--- config.mk ---
export PLATFORM = sky130hd
export DESIGN_NAME = button_encoder
export DESIGN_NICKNAME = d
export VERILOG_FILES = /design/src/rtl/button_encoder.sv
export SDC_FILE = /design/constraint.sdc
export NUM_CORES = 1
export LEC_CHECK = 0
export ABC_AREA = 1
export ABC_CLOCK_PERIOD_IN_PS = 2110
export CORE_MARGIN = 1
export CORE_UTILIZATION = 43
export DETAILED_ROUTE_END_ITERATION = 12
export RECOVER_POWER = 25
export SETUP_SLACK_MARGIN = 0.05
export SYNTH_ARGS = -nofsm -noshare
export SYNTH_HDL_FRONTEND = slang
export SYNTH_SLANG_ARGS = --single-unit
--- constraint.sdc ---
create_clock -name CLK -period 2.11 [get_ports CLK]
set_clock_uncertainty 0.1 [all_clocks]
set_input_delay 0.422 -clock CLK [delete_from_list [all_inputs] [get_ports CLK]]
set_output_delay 0.422 -clock CLK [all_outputs]
set_load 0.005 [all_outputs]
--- src/rtl/button_encoder.sv ---
`default_nettype none
// ============================================================================
// Module   : button_encoder
// Purpose  : Debounces four colour buttons and a start button and encodes the
//            single held colour as KEY/KEY_VALID. Optional macro BTN_SYNC_EN
//            adds 2-flop input synchronizers.
// Revision : 1.0  initial release
// ============================================================================
module button_encoder #(
   parameter int DEBOUNCE_CYCLES = 50000,
   parameter int CNT_W           = $clog2(DEBOUNCE_CYCLES + 1)
) (
   input  logic       CLK,
   input  logic       RST_N,
   input  logic [3:0] BTN,
   input  logic       START_BTN,
   output logic [1:0] KEY,
   output logic       KEY_VALID,
   output logic       START_GAME
);

   localparam logic [CNT_W-1:0] c_CNT_LAST = CNT_W'(DEBOUNCE_CYCLES - 1);
   localparam logic [CNT_W-1:0] c_CNT_ONE  = CNT_W'(1);
   localparam logic [CNT_W-1:0] c_CNT_ZERO = '0;

   typedef enum logic [1:0] {
      ST_IDLE       = 2'd0,
      ST_PRESS_DB   = 2'd1,
      ST_HELD       = 2'd2,
      ST_RELEASE_DB = 2'd3
   } state_t;

   logic [3:0] w_btn_s;
   logic       w_start_s;

`ifdef BTN_SYNC_EN
   logic [3:0] r_btn_meta;
   logic [3:0] r_btn_sync;
   logic       r_start_meta;
   logic       r_start_sync;

   always_ff @(posedge CLK or negedge RST_N) begin
      if (!RST_N) begin
         r_btn_meta   <= 4'd0;
         r_btn_sync   <= 4'd0;
         r_start_meta <= 1'b0;
         r_start_sync <= 1'b0;
      end else begin
         r_btn_meta   <= BTN;
         r_btn_sync   <= r_btn_meta;
         r_start_meta <= START_BTN;
         r_start_sync <= r_start_meta;
      end
   end

   assign w_btn_s   = r_btn_sync;
   assign w_start_s = r_start_sync;
`else
   assign w_btn_s   = BTN;
   assign w_start_s = START_BTN;
`endif

   // ------------------------------------------------------------------
   // Key debounce FSM
   // ------------------------------------------------------------------
   state_t           r_state;
   state_t           w_state_nxt;
   logic [CNT_W-1:0] r_cnt;
   logic [CNT_W-1:0] w_cnt_nxt;
   logic [1:0]       r_cand;
   logic [1:0]       w_cand_nxt;
   logic [1:0]       r_key;
   logic [1:0]       w_key_nxt;
   logic             r_key_valid;
   logic             w_key_valid_nxt;

   logic             w_one_hot;
   logic [1:0]       w_btn_idx;
   logic [3:0]       w_cand_mask;
   logic             w_cand_bit;

   assign w_one_hot   = (w_btn_s != 4'd0) && ((w_btn_s & (w_btn_s - 4'd1)) == 4'd0);
   assign w_cand_mask = 4'b0001 << r_cand;
   assign w_cand_bit  = w_btn_s[r_cand];

   always_comb begin
      w_btn_idx = 2'd0;
      case (w_btn_s)
         4'b0010: w_btn_idx = 2'd1;
         4'b0100: w_btn_idx = 2'd2;
         4'b1000: w_btn_idx = 2'd3;
         default: w_btn_idx = 2'd0;
      endcase
   end

   always_ff @(posedge CLK or negedge RST_N) begin
      if (!RST_N) begin
         r_state     <= ST_IDLE;
         r_cnt       <= c_CNT_ZERO;
         r_cand      <= 2'd0;
         r_key       <= 2'b11;
         r_key_valid <= 1'b0;
      end else begin
         r_state     <= w_state_nxt;
         r_cnt       <= w_cnt_nxt;
         r_cand      <= w_cand_nxt;
         r_key       <= w_key_nxt;
         r_key_valid <= w_key_valid_nxt;
      end
   end

   // Terminal compare precedes the increment so the counter never wraps.
   always_comb begin
      w_state_nxt     = r_state;
      w_cnt_nxt       = r_cnt;
      w_cand_nxt      = r_cand;
      w_key_nxt       = r_key;
      w_key_valid_nxt = r_key_valid;

      case (r_state)
         ST_IDLE: begin
            if (w_one_hot) begin
               w_cand_nxt  = w_btn_idx;
               w_cnt_nxt   = c_CNT_ZERO;
               w_state_nxt = ST_PRESS_DB;
            end
         end

         ST_PRESS_DB: begin
            if (w_btn_s == w_cand_mask) begin
               if (r_cnt == c_CNT_LAST) begin
                  w_key_nxt       = r_cand;
                  w_key_valid_nxt = 1'b1;
                  w_cnt_nxt       = c_CNT_ZERO;
                  w_state_nxt     = ST_HELD;
               end else begin
                  w_cnt_nxt = r_cnt + c_CNT_ONE;
               end
            end else begin
               w_cnt_nxt   = c_CNT_ZERO;
               w_state_nxt = ST_IDLE;
            end
         end

         ST_HELD: begin
            if (!w_cand_bit) begin
               w_cnt_nxt   = c_CNT_ZERO;
               w_state_nxt = ST_RELEASE_DB;
            end
         end

         ST_RELEASE_DB: begin
            if (w_cand_bit) begin
               w_cnt_nxt   = c_CNT_ZERO;
               w_state_nxt = ST_HELD;
            end else if (r_cnt == c_CNT_LAST) begin
               w_key_valid_nxt = 1'b0;
               w_cnt_nxt       = c_CNT_ZERO;
               w_state_nxt     = ST_IDLE;
            end else begin
               w_cnt_nxt = r_cnt + c_CNT_ONE;
            end
         end

         default: begin
            w_cnt_nxt   = c_CNT_ZERO;
            w_state_nxt = ST_IDLE;
         end
      endcase
   end

   // ------------------------------------------------------------------
   // Start channel: toggles once the input disagrees for the full window
   // ------------------------------------------------------------------
   logic [CNT_W-1:0] r_scnt;
   logic [CNT_W-1:0] w_scnt_nxt;
   logic             r_start_game;
   logic             w_start_game_nxt;

   always_ff @(posedge CLK or negedge RST_N) begin
      if (!RST_N) begin
         r_scnt       <= c_CNT_ZERO;
         r_start_game <= 1'b0;
      end else begin
         r_scnt       <= w_scnt_nxt;
         r_start_game <= w_start_game_nxt;
      end
   end

   always_comb begin
      w_scnt_nxt       = r_scnt;
      w_start_game_nxt = r_start_game;
      if (w_start_s == r_start_game) begin
         w_scnt_nxt = c_CNT_ZERO;
      end else if (r_scnt == c_CNT_LAST) begin
         w_start_game_nxt = ~r_start_game;
         w_scnt_nxt       = c_CNT_ZERO;
      end else begin
         w_scnt_nxt = r_scnt + c_CNT_ONE;
      end
   end

   assign KEY        = r_key;
   assign KEY_VALID  = r_key_valid;
   assign START_GAME = r_start_game;

endmodule
`default_nettype wire

* After elaboration in Yosys (flattened, before gate mapping)
Cells that the tools add are included.
Operators by class: mux-type cells 23, equality and inequality tests 18, bitwise operators 3, reduce and logical (&&, ||, !) cells 11, $add $sub $neg 3, order comparisons 1, shifts and indexed selects 1
Operator list (number):
- 2-to-1 mux 16 bit | 7
- case mux 16 bit (4 select lines) | 1
- adder 16 x 1 -> 16 bit (second input constant) | 2
- equality test 16 bit (second input constant) | 2
- 2-to-1 mux 2 bit | 6
- inequality test 2 bit (second input constant) | 6
- case mux 2 bit (4 select lines) | 1
- inequality test 3 bit (second input constant) | 2
- case mux 2 bit (3 select lines) | 1
- AND reduction 2 bit | 3
- 2-to-1 mux 1 bit | 5
- AND reduction 5 bit | 1
- bitwise AND 4 bit | 1
- equality test 2 bit (second input constant) | 2
- equality test 4 x 2 -> 1 bit (second input constant) | 1
- equality test 4 x 3 -> 1 bit (second input constant) | 1
- equality test 4 bit | 1
- equality test 4 bit (second input constant) | 1
- logical NOT 4 bit | 1
- AND reduction 4 bit | 1
- nonzero test 4 bit | 1
- << shifter 1 x 2 -> 4 bit (first input constant) | 1
- subtractor 4 x 1 -> 4 bit (second input constant) | 1
- < comparator 2 x 3 -> 1 bit (second input constant) | 1
- other kinds (9) | 10
Storage, ports and cells: word-level logic and storage cells 67, register bits 40, bits of input ports 7, output and inout port bits 4

* Longest topological paths before layout
word-level depth 6, depth in mapped cells 13, mapped depth without buffers 12

* Worst setup path after synthesis
No wires, ideal clock.
path type flip-flop to flip-flop, from register r_cnt[0], to register r_key[0] (netlist: KEY[0]), arrival 1.308 ns, clock period less this slack 1.480 ns, data required time 1.938 ns, cell stages (with the launch flop) 7, setup slack 0.630 ns, library setup time 0.072 ns, path buffers 0, cells stage by stage dfrtp_1 > ha_1 > nand2_1 > nor2_4 > nand4_2 > or2_4 > o21ai_1
On the way: longest elaborated chain between the ends 2
Ends and longest elaborated chain:
- start, declared | line 68 | logic [CNT_W-1:0] r_cnt;
- start signal, assigned | line 99 | r_cnt <= c_CNT_ZERO;
- start signal, assigned | line 105 | r_cnt <= w_cnt_nxt;
- equality test 16 bit | line 131 | if (r_cnt == c_CNT_LAST) begin
- AND reduction 3 bit (no line)
- end signal, assigned | line 107 | r_key <= w_key_nxt;
- end, declared | line 72 | logic [1:0] r_key;
Every way passes these cells. A chain may end at the register's enable or synchronous reset.

* Worst setup path after layout
from register r_key[1] (netlist: KEY[1]), to output port KEY[1]
RTL lines:
- end, declared | line 17 | output logic [1:0] KEY,
No word-level cell between the ends.

==> impl_metrics.env <==
export IMPL_wl_microns=5510
export IMPL_syn_num_nets=357
export IMPL_via_count_of_the_first_global_routing_pass=2049
export IMPL_max_slew_margin_rel=0.332
export IMPL_timing_rr_end="r_cnt[6]"
export IMPL_first_iter_violations=132
export IMPL_power_per_cell_area_nw_per_um2=709
export IMPL_startpoint_type="flop"
export IMPL_average_wire_per_standard_cell_microns=12.6
export IMPL_multiInputGateArea_sq_um=1390
export IMPL_dp_cell_count=431
export IMPL_tritoncts="yes"
export IMPL_max_freq_mhz=541
export IMPL_dieHeight_microns=79.3
export IMPL_post_cts_resized_instances=0
export IMPL_flop_and_latch_count_out_of_synthesis=40
export IMPL_firstDrtPassIters=4
export IMPL_critical_path_slowest_cell="dfstp_2"
export IMPL_number_of_max_capacitance_violations_reported=0
export IMPL_synthTopCellsByArea="dfrtp_1, nand2_1, nand3_1"
export IMPL_ir_drop_mv=0.409
export IMPL_setup_viol=0
export IMPL_drive_gt1_frac=0.153
export IMPL_ctsLongestPathBuffers=2
export IMPL_number_of_antenna_violations_at_the_first_check_in_global_routing=0
export IMPL_synth_top_cell_area_share=0.370
export IMPL_rr_startpoint="r_cnt[0]"
export IMPL_grt_setup_unrepaired="no"
export IMPL_portbufs=10
export IMPL_hold_viol=0
export IMPL_met2RoutedLength_microns=2350
export IMPL_cts_setup_buffers=0
export IMPL_outcome="finished clean"
export IMPL_cts_htree_levels=2
export IMPL_synth_seq_area_share=0.391
export IMPL_final_net_count=375
export IMPL_drtAntennaViolNets=0
export IMPL_kind_of_critical_path="flop to output port"
export IMPL_top_level_ports=11
export IMPL_tightestPinTransition_ns=1.00
export IMPL_max_stage_delay_ns=0.53
export IMPL_grt_start_max_net_pins=41
export IMPL_core_area_sq_um=5640
export IMPL_final_seq_area_sq_um=1000
export IMPL_clock_tree_root_cell="clkbuf_8"
export IMPL_met3WireLength_microns=172
export IMPL_dr_total_vias=2235
export IMPL_crit_buf_inv=1
export IMPL_floorplan_die_area_sq_um=6290
export IMPL_post_drt_via_cell_ratio=5.09
export IMPL_worst_ep_arrival_time_ns=1.33
export IMPL_reg2reg_depth=8
export IMPL_final_max_slew_viol_count=0
export IMPL_reg2reg_setup_slack_ns=0.35
export IMPL_critical_path_max_fanout=2
export IMPL_worstPathCellList="clkdlybuf4s50_1"
export IMPL_period_minus_slack_ns=1.85
export IMPL_fin_setup_tns_ns=0
export IMPL_finalWeightedCongestion=0.805
export IMPL_cts_inserted_buffers=5
export IMPL_layout_filler_cells=546
export IMPL_clock_insertion_delay_worst_skew_ns=0.29
export IMPL_worst_ep_required_time_ns=1.59
export IMPL_placement_rows=27
export IMPL_initial_cell_density_of_the_core=0.455
export IMPL_die_w_microns=79.3
export IMPL_clock_sink_count=40
export IMPL_mappedNetlistArea_sq_um=2570
export IMPL_place_detailed_hpwl_microns=3980
export IMPL_leakage_nw=1.30
export IMPL_endpoint_kind="output port"
export IMPL_maxUsedRoutingLayer="met4"
export IMPL_average_cell_area_after_synthesis_sq_um=7.38
export IMPL_synth_cell_type_count=38
export IMPL_yosys_warnings=0
export IMPL_layout_area_overhead_vs_synth_pct=12.9
export IMPL_clock_slew_at_the_register_clock_pins_of_the_worst_setup_and_hold_paths_ns=0.08
export IMPL_critical_path_top_delay_family="flip-flops"
export IMPL_layout_commonest_cell="nand2_1"
export IMPL_met1_length_microns=2930
export IMPL_synthCells=348
export IMPL_grt_overflow_total=0
export IMPL_count_of_hold_fix_buffers_inserted_at_cts=0
export IMPL_grt_util_all_layers=0.194
export IMPL_finalCritPeriodShare=0.876
export IMPL_post_route_drc_count=0
export IMPL_mostFrequentLayoutCells="nand2_1, dfrtp_1, nand3_1"
export IMPL_global_route_wire_length_before_repair_microns=9540
export IMPL_worst_hold_path_type="input pin to async pin"
export IMPL_synth_top_area_cell="dfrtp_1"
export IMPL_final_cells=439
export IMPL_antenna_fix_cells=0
==> flip-flops by register name, indices dropped and copies added, names as in the netlist <==
register    cells
r_cnt          16
KEY             2
r_cand          2
r_state         2
START_GAME      1
KEY_VALID       1
r_scnt         16
==> worst max path at each step <==
stage                     depth (start not counted)  slack (ns)  startpoint        end
final                                             1        0.26      KEY[1]     KEY[1]
after global routing                             11        0.13      BTN[2]   r_cnt[1]
after CTS                                         1        0.25      KEY[1]     KEY[1]
after detailed placement                          8       -0.02      BTN[2]  r_cnt[10]
after global placement                            8        0.02      BTN[1]  r_cnt[15]
after floorplan                                   6        0.63    r_cnt[0]     KEY[0]
==> where the power goes <==
part / switching (mW) / internal (mW)
clock: 0.278 / 0.418
combinational: 0.335 / 0.164
sequential: 0.0588 / 0.803
total: 0.672 / 1.38
==> metal layers <==
metal,GRT usage,up-vias
met5,0,-
met4,0.0764,0
met3,0.0356,5
met2,0.267,30
met1,0.294,1036
li1,-,1164
==> cells by family after synthesis <==
logic type	Yosys count	share of synthesized area
AND/OR/NAND/NOR	224	0.427
adder cells (fa/ha/maj)	2	0.00974
AO/OA/AOI/OAI	27	0.0555
flip-flops	40	0.391
XOR/XNOR	14	0.0477
buffers and inverters	41	0.0692
==> stage by stage <==
stage | worst slack [ns] | cell area, sq um | utilization | hold WS [ns] | power (mW)
2_1_floorplan | 0.630 | 2570 | - | 0.0264 | 1.21
3_3_place_gp | 0.0234 | 2780 | 0.492 | 0.353 | 1.38
3_5_place_dp | -0.0176 | 2780 | 0.492 | 0.356 | 1.37
6_report | 0.262 | 2900 | 0.514 | 0.263 | 2.06
5_1_grt | 0.128 | 2900 | 0.514 | 0.364 | 2.18
4_1_cts | 0.251 | 2900 | 0.515 | 0.0976 | 2.07
==> area by class of cell <==
class | count | area share
timing repair buffer | 16 | 0.0518
inverter | 36 | 0.0492
clock inverter | 1 | 0.0104
multi-input combinational | 267 | 0.478
tap | 72 | 0.0311
sequential | 40 | 0.346
clock buffer | 7 | 0.0332
==> synth_stat cells <==
| cell | n |
|---|---|
| nand3_1 | 38 |
| or3_1 | 1 |
| or2_2 | 1 |
| dfstp_2 | 2 |
| buf_6 | 1 |
| inv_4 | 3 |
| nand4_2 | 1 |
| nand2_2 | 8 |
| dfrtp_1 | 38 |
| o211ai_1 | 1 |
| inv_2 | 5 |
| nor2_1 | 36 |
| nand4_1 | 9 |
| xor2_1 | 11 |
| ha_1 | 2 |
| nor3_2 | 3 |
| buf_2 | 1 |
| o21ai_0 | 7 |
| nor3_4 | 2 |
| nor3_1 | 10 |
| nor2_4 | 5 |
| clkinv_1 | 1 |
| clkbuf_1 | 1 |
| and3_1 | 1 |
| a21oi_1 | 7 |
| buf_4 | 2 |
| nand2_1 | 97 |
| or2_4 | 1 |
| o21ai_1 | 9 |
| nor3b_1 | 1 |
| nor3b_2 | 1 |
| a31oi_1 | 2 |
| nand3_2 | 3 |
| o21bai_1 | 1 |
| nor2_2 | 5 |
| nand2_4 | 1 |
| inv_1 | 27 |
| xnor2_1 | 3 |
(Power assumes the default switching activity.)
